[src/rtl/imm_gen_pkg.sv]
// Shared types and opcode constants for the pipelined RV32I immediate generator.
// The imm_gen_pipe_if interface and the imm_gen_decode/imm_gen_pipe modules all import this package.

package imm_gen_pkg;

  typedef enum logic [2:0] {
    FMT_NONE = 3'd0,
    FMT_I    = 3'd1,
    FMT_S    = 3'd2,
    FMT_B    = 3'd3,
    FMT_U    = 3'd4,
    FMT_J    = 3'd5,
    FMT_Z    = 3'd6
  } imm_fmt_e;

  localparam logic [6:0] OpcLoad     = 7'b0000011;
  localparam logic [6:0] OpcOpImm    = 7'b0010011;
  localparam logic [6:0] OpcOpImm32  = 7'b0011011;
  localparam logic [6:0] OpcAuipc    = 7'b0010111;
  localparam logic [6:0] OpcStore    = 7'b0100011;
  localparam logic [6:0] OpcLui      = 7'b0110111;
  localparam logic [6:0] OpcBranch   = 7'b1100011;
  localparam logic [6:0] OpcJalr     = 7'b1100111;
  localparam logic [6:0] OpcJal      = 7'b1101111;
  localparam logic [6:0] OpcSystem   = 7'b1110011;

  // Entry layout at the widest legal configuration; the pipe keeps a width-exact copy.
  localparam int unsigned MaxXlen = 64;
  localparam int unsigned MaxTagW = 16;

  typedef struct packed {
    logic [MaxXlen-1:0] imm;
    imm_fmt_e           fmt;
    logic [MaxTagW-1:0] tag;
  } imm_entry_t;

endpackage

[src/rtl/imm_gen_pipe_if.sv]
// Decode-to-execute stream bundle: instruction in, decoded immediate out, each with valid/ready.

interface imm_gen_pipe_if #(
  parameter int unsigned XLEN  = 32,
  parameter int unsigned TAG_W = 5
) ();
  import imm_gen_pkg::*;

  logic             in_valid;
  logic             in_ready;
  logic [31:0]      in_instr;
  logic [TAG_W-1:0] in_tag;

  logic             out_valid;
  logic             out_ready;
  logic [XLEN-1:0]  out_imm;
  imm_fmt_e         out_fmt;
  logic [TAG_W-1:0] out_tag;

  modport master (
    output in_valid, in_instr, in_tag, out_ready,
    input  in_ready, out_valid, out_imm, out_fmt, out_tag
  );

  modport slave (
    input  in_valid, in_instr, in_tag, out_ready,
    output in_ready, out_valid, out_imm, out_fmt, out_tag
  );

endinterface

[src/rtl/imm_gen_decode.sv]
// Combinational RV32I immediate decoder: instr -> sign-extended imm and format code.
// Define IMM_GEN_ZICSR_EN to decode CSR*I uimm fields as FMT_Z.

module imm_gen_decode
  import imm_gen_pkg::*;
#(
  parameter int unsigned XLEN = 32
) (
  input  logic [31:0]     instr,
  output logic [XLEN-1:0] imm,
  output imm_fmt_e        fmt
);

  logic signed [11:0] imm_i;
  logic signed [11:0] imm_s;
  logic signed [12:0] imm_b;
  logic signed [31:0] imm_u;
  logic signed [20:0] imm_j;

  assign imm_i = instr[31:20];
  assign imm_s = {instr[31:25], instr[11:7]};
  assign imm_b = {instr[31], instr[7], instr[30:25], instr[11:8], 1'b0};
  assign imm_u = {instr[31:12], 12'b0};
  assign imm_j = {instr[31], instr[19:12], instr[20], instr[30:21], 1'b0};

  always_comb begin
    imm = '0;
    fmt = FMT_NONE;
    unique case (instr[6:0])
      OpcLoad, OpcOpImm, OpcJalr: begin
        fmt = FMT_I;
        imm = XLEN'(imm_i);
      end
      OpcSystem: begin
`ifdef IMM_GEN_ZICSR_EN
        if (instr[14]) begin
          fmt = FMT_Z;
          imm = XLEN'(instr[19:15]);
        end else begin
          fmt = FMT_I;
          imm = XLEN'(imm_i);
        end
`else
        fmt = FMT_I;
        imm = XLEN'(imm_i);
`endif
      end
      OpcOpImm32: begin
        // *W immediates only exist on RV64.
        if (XLEN == 64) begin
          fmt = FMT_I;
          imm = XLEN'(imm_i);
        end
      end
      OpcStore: begin
        fmt = FMT_S;
        imm = XLEN'(imm_s);
      end
      OpcBranch: begin
        fmt = FMT_B;
        imm = XLEN'(imm_b);
      end
      OpcLui, OpcAuipc: begin
        fmt = FMT_U;
        imm = XLEN'(imm_u);
      end
      OpcJal: begin
        fmt = FMT_J;
        imm = XLEN'(imm_j);
      end
      default: begin
        fmt = FMT_NONE;
        imm = '0;
      end
    endcase
  end

endmodule

[src/rtl/imm_gen_pipe.sv]
// Immediate generator stage: decode, registered output and one-entry skid for full throughput.
// Optional CSR*I decoding is enabled by IMM_GEN_ZICSR_EN (see imm_gen_decode).

module imm_gen_pipe
  import imm_gen_pkg::*;
#(
  parameter int unsigned XLEN  = 32,
  parameter int unsigned TAG_W = 5
) (
  input  logic         clk,
  input  logic         rst,
  input  logic         flush,
  imm_gen_pipe_if.slave bus
);

  typedef struct packed {
    logic [XLEN-1:0]  imm;
    imm_fmt_e         fmt;
    logic [TAG_W-1:0] tag;
  } entry_t;

  localparam entry_t EntryReset = '{imm: '0, fmt: FMT_NONE, tag: '0};

  logic [XLEN-1:0] dec_imm;
  imm_fmt_e        dec_fmt;
  entry_t          dec_entry;

  entry_t out_q, out_d;
  entry_t skid_q, skid_d;
  logic   out_valid_q, out_valid_d;
  logic   skid_valid_q, skid_valid_d;

  logic in_ready;
  logic in_fire;
  logic out_drain;

  imm_gen_decode #(
    .XLEN(XLEN)
  ) u_decode (
    .instr(bus.in_instr),
    .imm  (dec_imm),
    .fmt  (dec_fmt)
  );

  assign dec_entry = '{imm: dec_imm, fmt: dec_fmt, tag: bus.in_tag};

  // in_ready depends only on state (and rst), never on out_ready.
  assign in_ready  = ~skid_valid_q & ~rst;
  assign in_fire   = bus.in_valid & in_ready & ~flush;
  assign out_drain = out_valid_q & bus.out_ready;

  always_comb begin
    out_d        = out_q;
    out_valid_d  = out_valid_q;
    skid_d       = skid_q;
    skid_valid_d = skid_valid_q;
    if (flush) begin
      out_valid_d  = 1'b0;
      skid_valid_d = 1'b0;
    end else if (!out_valid_q || out_drain) begin
      // Skid holds the older entry, so it wins; in_ready was low if it is full.
      if (skid_valid_q) begin
        out_d        = skid_q;
        out_valid_d  = 1'b1;
        skid_valid_d = 1'b0;
      end else if (in_fire) begin
        out_d       = dec_entry;
        out_valid_d = 1'b1;
      end else begin
        out_valid_d = 1'b0;
      end
    end else if (in_fire) begin
      skid_d       = dec_entry;
      skid_valid_d = 1'b1;
    end
  end

  always_ff @(posedge clk) begin
    if (rst) begin
      out_q        <= EntryReset;
      out_valid_q  <= 1'b0;
      skid_q       <= EntryReset;
      skid_valid_q <= 1'b0;
    end else begin
      out_q        <= out_d;
      out_valid_q  <= out_valid_d;
      skid_q       <= skid_d;
      skid_valid_q <= skid_valid_d;
    end
  end

  assign bus.in_ready  = in_ready;
  assign bus.out_valid = out_valid_q;
  assign bus.out_imm   = out_q.imm;
  assign bus.out_fmt   = out_q.fmt;
  assign bus.out_tag   = out_q.tag;

endmodule
[src/flat_wrapper.sv]
// flat-port wrapper written by rule: the top's interface ports become plain ports
module imm_gen_pipe_flat import imm_gen_pkg::*;
#(
  parameter int unsigned XLEN  = 32,
  parameter int unsigned TAG_W = 5
)
  (clk, rst, flush, bus_in_valid, bus_in_instr, bus_in_tag, bus_out_ready, bus_in_ready, bus_out_valid, bus_out_imm, bus_out_fmt, bus_out_tag);
  imm_gen_pipe_if #(.XLEN(XLEN), .TAG_W(TAG_W)) bus_i ();
  input  logic clk;
  input  logic rst;
  input  logic flush;
  input wire logic [$bits(bus_i.in_valid)-1:0] bus_in_valid;
  input wire logic [$bits(bus_i.in_instr)-1:0] bus_in_instr;
  input wire logic [$bits(bus_i.in_tag)-1:0] bus_in_tag;
  input wire logic [$bits(bus_i.out_ready)-1:0] bus_out_ready;
  output wire logic [$bits(bus_i.in_ready)-1:0] bus_in_ready;
  output wire logic [$bits(bus_i.out_valid)-1:0] bus_out_valid;
  output wire logic [$bits(bus_i.out_imm)-1:0] bus_out_imm;
  output wire logic [$bits(bus_i.out_fmt)-1:0] bus_out_fmt;
  output wire logic [$bits(bus_i.out_tag)-1:0] bus_out_tag;
  assign bus_i.in_valid = bus_in_valid;
  assign bus_i.in_instr = bus_in_instr;
  assign bus_i.in_tag = bus_in_tag;
  assign bus_i.out_ready = bus_out_ready;
  assign bus_in_ready = bus_i.in_ready;
  assign bus_out_valid = bus_i.out_valid;
  assign bus_out_imm = bus_i.out_imm;
  assign bus_out_fmt = bus_i.out_fmt;
  assign bus_out_tag = bus_i.out_tag;
  imm_gen_pipe #(.XLEN(XLEN), .TAG_W(TAG_W)) u_core (.clk(clk), .rst(rst), .flush(flush), .bus(bus_i));
endmodule
[config.mk]
export PLATFORM = sky130hd
export DESIGN_NAME = imm_gen_pipe_flat
export DESIGN_NICKNAME = d
export VERILOG_FILES = /design/src/rtl/imm_gen_pkg.sv /design/src/rtl/imm_gen_pipe_if.sv /design/src/rtl/imm_gen_decode.sv /design/src/rtl/imm_gen_pipe.sv /design/src/flat_wrapper.sv
export SDC_FILE = /design/constraint.sdc
export NUM_CORES = 1
export LEC_CHECK = 0
export ABC_AREA = 1
export CAP_MARGIN = 5
export CORE_ASPECT_RATIO = 1.2
export CORE_MARGIN = 10
export CORE_UTILIZATION = 48
export CTS_BUF_LIST = sky130_fd_sc_hd__clkbuf_4 sky130_fd_sc_hd__clkbuf_8
export CTS_CLUSTER_SIZE = 28
export DETAILED_ROUTE_END_ITERATION = 8
export PLACE_DENSITY = 0.79
export RECOVER_POWER = 100
export SLEW_MARGIN = 0
export SYNTH_ARGS = -nofsm -noshare
export SYNTH_HDL_FRONTEND = slang
export SYNTH_SLANG_ARGS = --single-unit
[constraint.sdc]
create_clock -name clk -period 1.9 [get_ports clk]
set_clock_uncertainty 0.2 [all_clocks]
set_input_delay 0.57 -clock clk [delete_from_list [all_inputs] [get_ports clk]]
set_output_delay 0.57 -clock clk [all_outputs]
set_load 0.01 [all_outputs]
==> results of run 1 <==
## final timing paths
check	from	to	slack, ns	cells past startpoint
setup / recovery	u_core.bus.out_imm[10]	bus_out_imm[10]	0.07	1
setup reg to reg	u_core.skid_valid_q	u_core.bus.out_imm[5]	0.20	5
hold / removal	u_core.skid_q[4]	u_core.bus.out_tag[4]	0.28	2
hold reg to reg	u_core.skid_q[4]	u_core.bus.out_tag[4]	0.28	2
## report_power, final
group          total [mW]  switching (mW)  internal, mW  leakage (nW)
clock network        1.27           0.640         0.628         0.100
logic               0.435           0.224         0.210          2.26
registers            1.77          0.0172          1.75         0.663
total                3.47           0.882          2.59          3.03
## registers in the layout, summed over array words and instances (netlist names)
register	count
u_core.bus.out_tag	5
u_core.skid_q	40
u_core.bus.out_valid	1
u_core.skid_valid_q	1
u_core.bus.out_imm	32
u_core.bus.out_fmt	3
## worst min-delay path, cell delays in order, from the launching register on
cell	delay, ns
dfxtp_1	0.32
nand2_1	0.05
a31oi_1	0.07
## repair_timing
action	4_1_cts	5_1_grt
pin swaps	12	15
setup buffers	11	6
gates cloned	5	0
hold buffers	0	0
gates resized for setup	69	35
setup endpoints to repair	122	76
## area by class of cell
class	instances	share of cell area (%)
clock buffers	15	3.27
clock inverters	1	0.131
inverters	51	3.37
multi-input cells	460	36.7
flip-flops and latches	82	28.6
well taps	114	2.48
repair buffers	153	25.5
## cell usage in the layout (no fill, tap or decap), drive strengths merged
master / synthesis / layout
a21oi: 77 / 77
a31oi: 6 / 6
dfxtp: 82 / 82
clkinvlp: 0 / 1
o21ai: 75 / 75
clkdlybuf4s50: 0 / 29
nand3: 47 / 47
nor3: 1 / 1
clkbuf: 19 / 23
bufbuf: 0 / 3
nand2: 140 / 140
nor2: 112 / 112
nand4: 2 / 2
inv: 51 / 51
clkdlybuf4s15: 0 / 1
dlygate4sd2: 0 / 44
buf: 25 / 66
dlymetal6s2s: 0 / 2
## per-layer routing
layer  part of all wire, %  vias up
met3                   7.2       43
met4                   3.4        0
li1                      -     2296
met2                    50      220
met5                     0        -
met1                    39     2186
## logic make-up after synthesis
| logic type | Yosys count | synth area share [%] |
|---|---|---|
| AO/OA/AOI/OAI | 158 | 19.6 |
| buffers and inverters | 95 | 9.58 |
| flip-flops | 82 | 40.4 |
| AND/OR/NAND/NOR | 302 | 30.4 |
==> metrics.md, run 1 <==
| Metric | Value |
|---|---|
| Clock root buffer master | clkbuf_8 |
| PD cells | 604 nW/um^2 |
| IO Count | 84 |
| Setup ws final | 0.0691 ns |
| Met3 Usage GRT | 4.25% |
| Maxcap violations | 0 |
| Post-Route WL | 13.5 mm |
| Area after DPL | 5290 um^2 |
| Routability cong. | 0.912 |
| TritonCTS Buffers | 9 |
| Utilization after layout | 70.1% |
| Largest stage delay on the critical path | 0.39 ns |
| Post-Layout Inst Area | 5750 um^2 |
| First-pass GRT wire length | 22.1 mm |
| Cell taking the most area after synthesis | dfxtp_1 |
| Post-route setup TNS | 0 ns |
| Clk buf depth | 2 |
| Core box area | 8200 um^2 |
| Setup crit end kind | output pin |
| Synthesis-to-finish area growth | 41.5% |
| Met1 Resource Use GR | 23.4% |
| Setup WS pre-CTS | -0.611 ns |
| Slowest CP cell | dfxtp_1 |
| Met2 usage | 37.1% |
| Post-Syn Area | 4060 um^2 |
| Worst-path fanout max | 2 |
| Die area | 12600 um^2 |
| Htree depth | 3 |
| Sequential area share after synthesis | 40.4% |
| Area taken by multi-input logic gates | 2110 um^2 |
| Vias in the first global route | 4657 |
| Cell variety after synth | 20 |
| Flops & latches, synth | 82 |
| Leak | 3.03 nW |
| Rows | 36 |
| Syn avg cell area | 6.38 um^2 |
| Ranking of synthesized cells by area | dfxtp_1, nand2_1, nor2_1 |
| Total power | 3.47 mW |
| Clock sink total | 82 |
| Worst EP required | 1.13 ns |
| Final Setup Violations | 0 |
| Routed vias | 4745 |
| Status | finished, final reports clean |
| Post-synth ARST share | 0% |
| Worst-path clk slew | 0.08 ns |
| # diodes | 0 |
| Yosys warning count | 0 |
| Largest net degree at the start of global routing | 42 |
| CTS tree | done |
| Ys flop type | dfxtp_1 |
| Most Crowded Layer GR | met2 |
| Synth top cells by count | nand2_1, nor2_1, dfxtp_1, a21oi_1, nand3_1 |
| Critical Path AT | 1.06 ns |
| Top cell type's share of synthesized area | 40.4% |
| Post-synth EDFFs | 0 |
| Layout Cells excl Fill | 876 |
| Worst slew margin | 61.0% |
| Share of layout cells above drive strength 1 | 16.5% |
| Syn_nets | 679 |
| FMAX | 0.546 GHz |
| Worst Tran Pin Value | 0.585 ns |
| Port bufs | 83 |
| Worst path bufs/invs | 1 |
| Drt first pass iters | 5 |
| FILL cells | 700 |
| Nets | 799 |
| Reg area | 1640 um^2 |
| Die H | 121 um |
| Crit path kind | reg2out |
| Antenna violations before repair | 0 |
| DRC viols | 0 |
| Placed cells | 839 |
| GRT Util Overall | 21.0% |
| Mean routed wirelength per cell | 15.4 um |
| Worst-Skew Late Latency | 0.37 ns |
| Chip width | 104 um |
| Post-route antenna net violation count | 0 |
| Tcrit/Tclk final | 96.4% |
| Final slew viol count | 0 |
| Vias/cell | 5.42 |
| Dominant cell by count in the synthesized netlist | nand2_1 |
| Final hold violation count | 0 |
| Worst setup SP type | flip-flop |
| VDD IR max | 0.000349 V |
| Initial Util | 49.6% |
| Critical path's top delay family | flip-flops |
| Hpwl dp | 8.77 mm |
| Hold Path Class | reg2reg |
| Final worst hold slack | 0.281 ns |
| Iteration-0 DRC count of the detailed router | 417 |
| Period minus WS final | 1.83 ns |
| Total grt overflow | 0 |
| Crit path cell chain | dlygate4sd2_1 |
| Cells after Synth | 637 |
(Power assumes the default switching activity.)
==> run 2: changes to the inputs <==
--- a/config.mk
+++ b/config.mk
@@ -11,6 +11,7 @@
 export CORE_MARGIN = 10
 export CORE_UTILIZATION = 48
 export CTS_BUF_LIST = sky130_fd_sc_hd__clkbuf_4 sky130_fd_sc_hd__clkbuf_8
+export CTS_CLUSTER_DIAMETER = 60
 export CTS_CLUSTER_SIZE = 28
 export DETAILED_ROUTE_END_ITERATION = 8
 export PLACE_DENSITY = 0.79
==> results of run 2 <==
Same layout as run 1: the final DEF is identical, and so are final timing and power.
==> run 3: changes to the inputs <==
--- a/config.mk
+++ b/config.mk
@@ -9,12 +9,13 @@
 export CAP_MARGIN = 5
 export CORE_ASPECT_RATIO = 1.2
 export CORE_MARGIN = 10
-export CORE_UTILIZATION = 48
+export CORE_UTILIZATION = 50
 export CTS_BUF_LIST = sky130_fd_sc_hd__clkbuf_4 sky130_fd_sc_hd__clkbuf_8
 export CTS_CLUSTER_DIAMETER = 60
 export CTS_CLUSTER_SIZE = 28
 export DETAILED_ROUTE_END_ITERATION = 8
-export PLACE_DENSITY = 0.79
+export MAX_ROUTING_LAYER = met4
+export PLACE_DENSITY = 0.82
 export RECOVER_POWER = 100
 export SLEW_MARGIN = 0
 export SYNTH_ARGS = -nofsm -noshare
==> constraint.sdc (replaced) <==
create_clock -name clk -period 1.93 [get_ports clk]
set_clock_uncertainty 0.2 [all_clocks]
set_input_delay 0.579 -clock clk [delete_from_list [all_inputs] [get_ports clk]]
set_output_delay 0.579 -clock clk [all_outputs]
set_load 0.01 [all_outputs]
==> metrics.md, run 3 (same netlist as run 1, synthesis figures left out) <==
| Metric | Value |
|---|---|
| Post-route antenna net violation count | 0 (unchanged) |
| Rows | 35 (was 36) |
| GRT Util Overall | 22.7% (was 21.0%) |
| Worst-Skew Late Latency | 0.36 ns (was 0.37 ns) |
| WHS Path Cells | 2 (unchanged) |
| Worst-path fanout max | 15 (was 2) |
| Max FFs per register | 40 (unchanged) |
| RSZ-0062 raised after global routing | true |
| Commonest cells after routing, fill and taps aside | nand2_1, nor2_1, dfxtp_1 (unchanged) |
| Reg with most FFs | u_core.skid_q (unchanged) |
| Drt first pass iters | 6 (was 5) |
| # diodes | 0 (unchanged) |
| Nets | 795 (was 799) |
| Reg2reg end | u_core.bus.out_imm[20] (was u_core.bus.out_imm[5]) |
| Chip width | 102 um (was 104 um) |
| Final hold violation count | 0 (unchanged) |
| Largest net degree at the start of global routing | 35 (was 42) |
| Setup crit end kind | flip-flop (was output pin) |
| Flop2flop setup slack | 0.13 ns (was 0.20 ns) |
| Port bufs | 83 (unchanged) |
| Clock sink total | 82 (unchanged) |
| Die area | 12100 um^2 (was 12600 um^2) |
| FMAX | 0.524 GHz |
| Commonest non-fill, non-tap cell in the layout | nand2_1 (unchanged) |
| Period minus WS final | 1.91 ns |
| Layout Cells excl Fill | 849 (was 876) |
| Total power | 3.41 mW (was 3.47 mW) |
| Crit path kind | in2reg (was reg2out) |
| Htree depth | 3 (unchanged) |
| Critical Path Sink | u_core.bus.out_imm[20] (was bus_out_imm[10]) |
| Antenna violations before repair | 0 (unchanged) |
| Share of layout cells above drive strength 1 | 17.0% (was 16.5%) |
| R2r worst-path depth | 7 (was 5) |
| Hpwl dp | 8.89 mm (was 8.77 mm) |
| Critical Path AT | 1.96 ns (was 1.06 ns) |
| Post-Route WL | 13.3 mm (was 13.5 mm) |
| Hold Path Class | reg2reg (unchanged) |
| Hold Buf Count CTS | 0 (unchanged) |
| First-pass GRT wire length | 22.2 mm (was 22.1 mm) |
| CP Launch Point | bus_in_valid (was u_core.bus.out_imm[10]) |
| Worst Tran Pin Value | 0.337 ns (was 0.585 ns) |
| Iteration-0 DRC count of the detailed router | 359 (was 417) |
| Tcrit/Tclk final | 98.9% |
| Worst slew margin | 77.5% (was 61.0%) |
| Status | finished, final reports clean (unchanged) |
| Mean routed wirelength per cell | 15.7 um (was 15.4 um) |
| Worst setup SP type | input port (was flip-flop) |
| Final slew viol count | 0 (unchanged) |
| Placed cells | 817 (was 839) |
| Worst EP required | 1.98 ns (was 1.13 ns) |
| Total grt overflow | 0 (unchanged) |
| Clock root buffer master | clkbuf_8 (unchanged) |
| PD cells | 593 nW/um^2 (was 604 nW/um^2) |
| Die H | 119 um (was 121 um) |
| Routed vias | 4717 (was 4745) |
| Final Setup Violations | 0 (unchanged) |
| IO Count | 84 (unchanged) |
| Leak | 3.02 nW (was 3.03 nW) |
| Vias in the first global route | 4712 (was 4657) |
| Maxcap violations | 0 (unchanged) |
| Worst-path clk slew | 0.09 ns (was 0.08 ns) |
| TritonCTS Buffers | 9 (unchanged) |
| Synthesis-to-finish area growth | 41.7% (was 41.5%) |
| R2R Path Start | u_core.skid_valid_q (unchanged) |
| Vias/cell | 5.56 (was 5.42) |
| Core box area | 7790 um^2 (was 8200 um^2) |
| Initial Util | 52.1% (was 49.6%) |
| CTS tree | done (unchanged) |
| VDD IR max | 0.000512 V (was 0.000349 V) |
| Routability cong. | 0.936 (was 0.912) |
| Clk buf depth | 2 (unchanged) |
| DRC viols | 0 (unchanged) |
## run 3: cell type report
cell class	count	area, um^2
Timing Repair Buffer	149	1440
Multi-Input combinational cell	460	2170
Clock inverter	6	68.8
Tap cell	92	115
Sequential cell	82	1640
Fill cell	619	2040
Inverter	51	194
Clock buffer	9	124
## run 3: timing repair
| action | in CTS | in global routing |
|---|---|---|
| setup endpoints to repair | 121 | 76 |
| pin swaps | 8 | 11 |
| gates resized for setup | 71 | 40 |
| setup buffers | 7 | 6 |
| gates cloned | 4 | 0 |
## run 3: worst max-delay path, cell delays in order
cell,delay (ns)
clkdlybuf4s50_1,0.52
nand2_1,0.09
nand2_1,0.13
nand2_2,0.12
buf_4,0.22
a21oi_1,0.21
a21oi_2,0.08
## run 3: stage by stage
| stage | hold slack, ns | setup slack (ns) | util [%] | setup TNS (ns) | instance area (um^2) |
|---|---|---|---|---|---|
| 4_1_cts | 0.268 | 0.00386 | 71.9 | 0 | 5610 |
| 2_1_floorplan | 0.251 | 0.0254 | - | 0 | 4060 |
| 6_report | 0.264 | 0.0216 | 73.8 | 0 | 5760 |
| 3_3_place_gp | 0.255 | -0.501 | 67.4 | -34.70 | 5250 |
| 3_5_place_dp | 0.270 | -0.520 | 67.4 | -36.73 | 5250 |
| 5_1_grt | 0.292 | -0.0578 | 73.8 | -0.248 | 5760 |
## run 3: worst min path at each step
stage | startpoint | end | slack (ns)
CTS | u_core.skid_q[4] | u_core.bus.out_tag[4] | 0.27
floorplan | u_core.skid_q[3] | u_core.bus.out_tag[3] | 0.25
finish | u_core.skid_q[4] | u_core.bus.out_tag[4] | 0.26
global placement | u_core.skid_q[3] | u_core.bus.out_tag[3] | 0.26
global route | u_core.skid_q[4] | u_core.bus.out_tag[4] | 0.29
detailed placement | u_core.skid_q[4] | u_core.bus.out_tag[4] | 0.27
## run 3: power breakdown
part           internal, mW  leakage (nW)  switching, mW
sequential             1.72         0.663         0.0167
combinational         0.203          2.27          0.227
clock                 0.595        0.0953          0.646
total                  2.52          3.02          0.890
## run 3: per-layer routing
metal  track usage, %  share of wire (%)
met2             35.5                 49
met1             27.1                 41
met4             11.0                3.4
met5                -                  0
met3             4.43                7.0
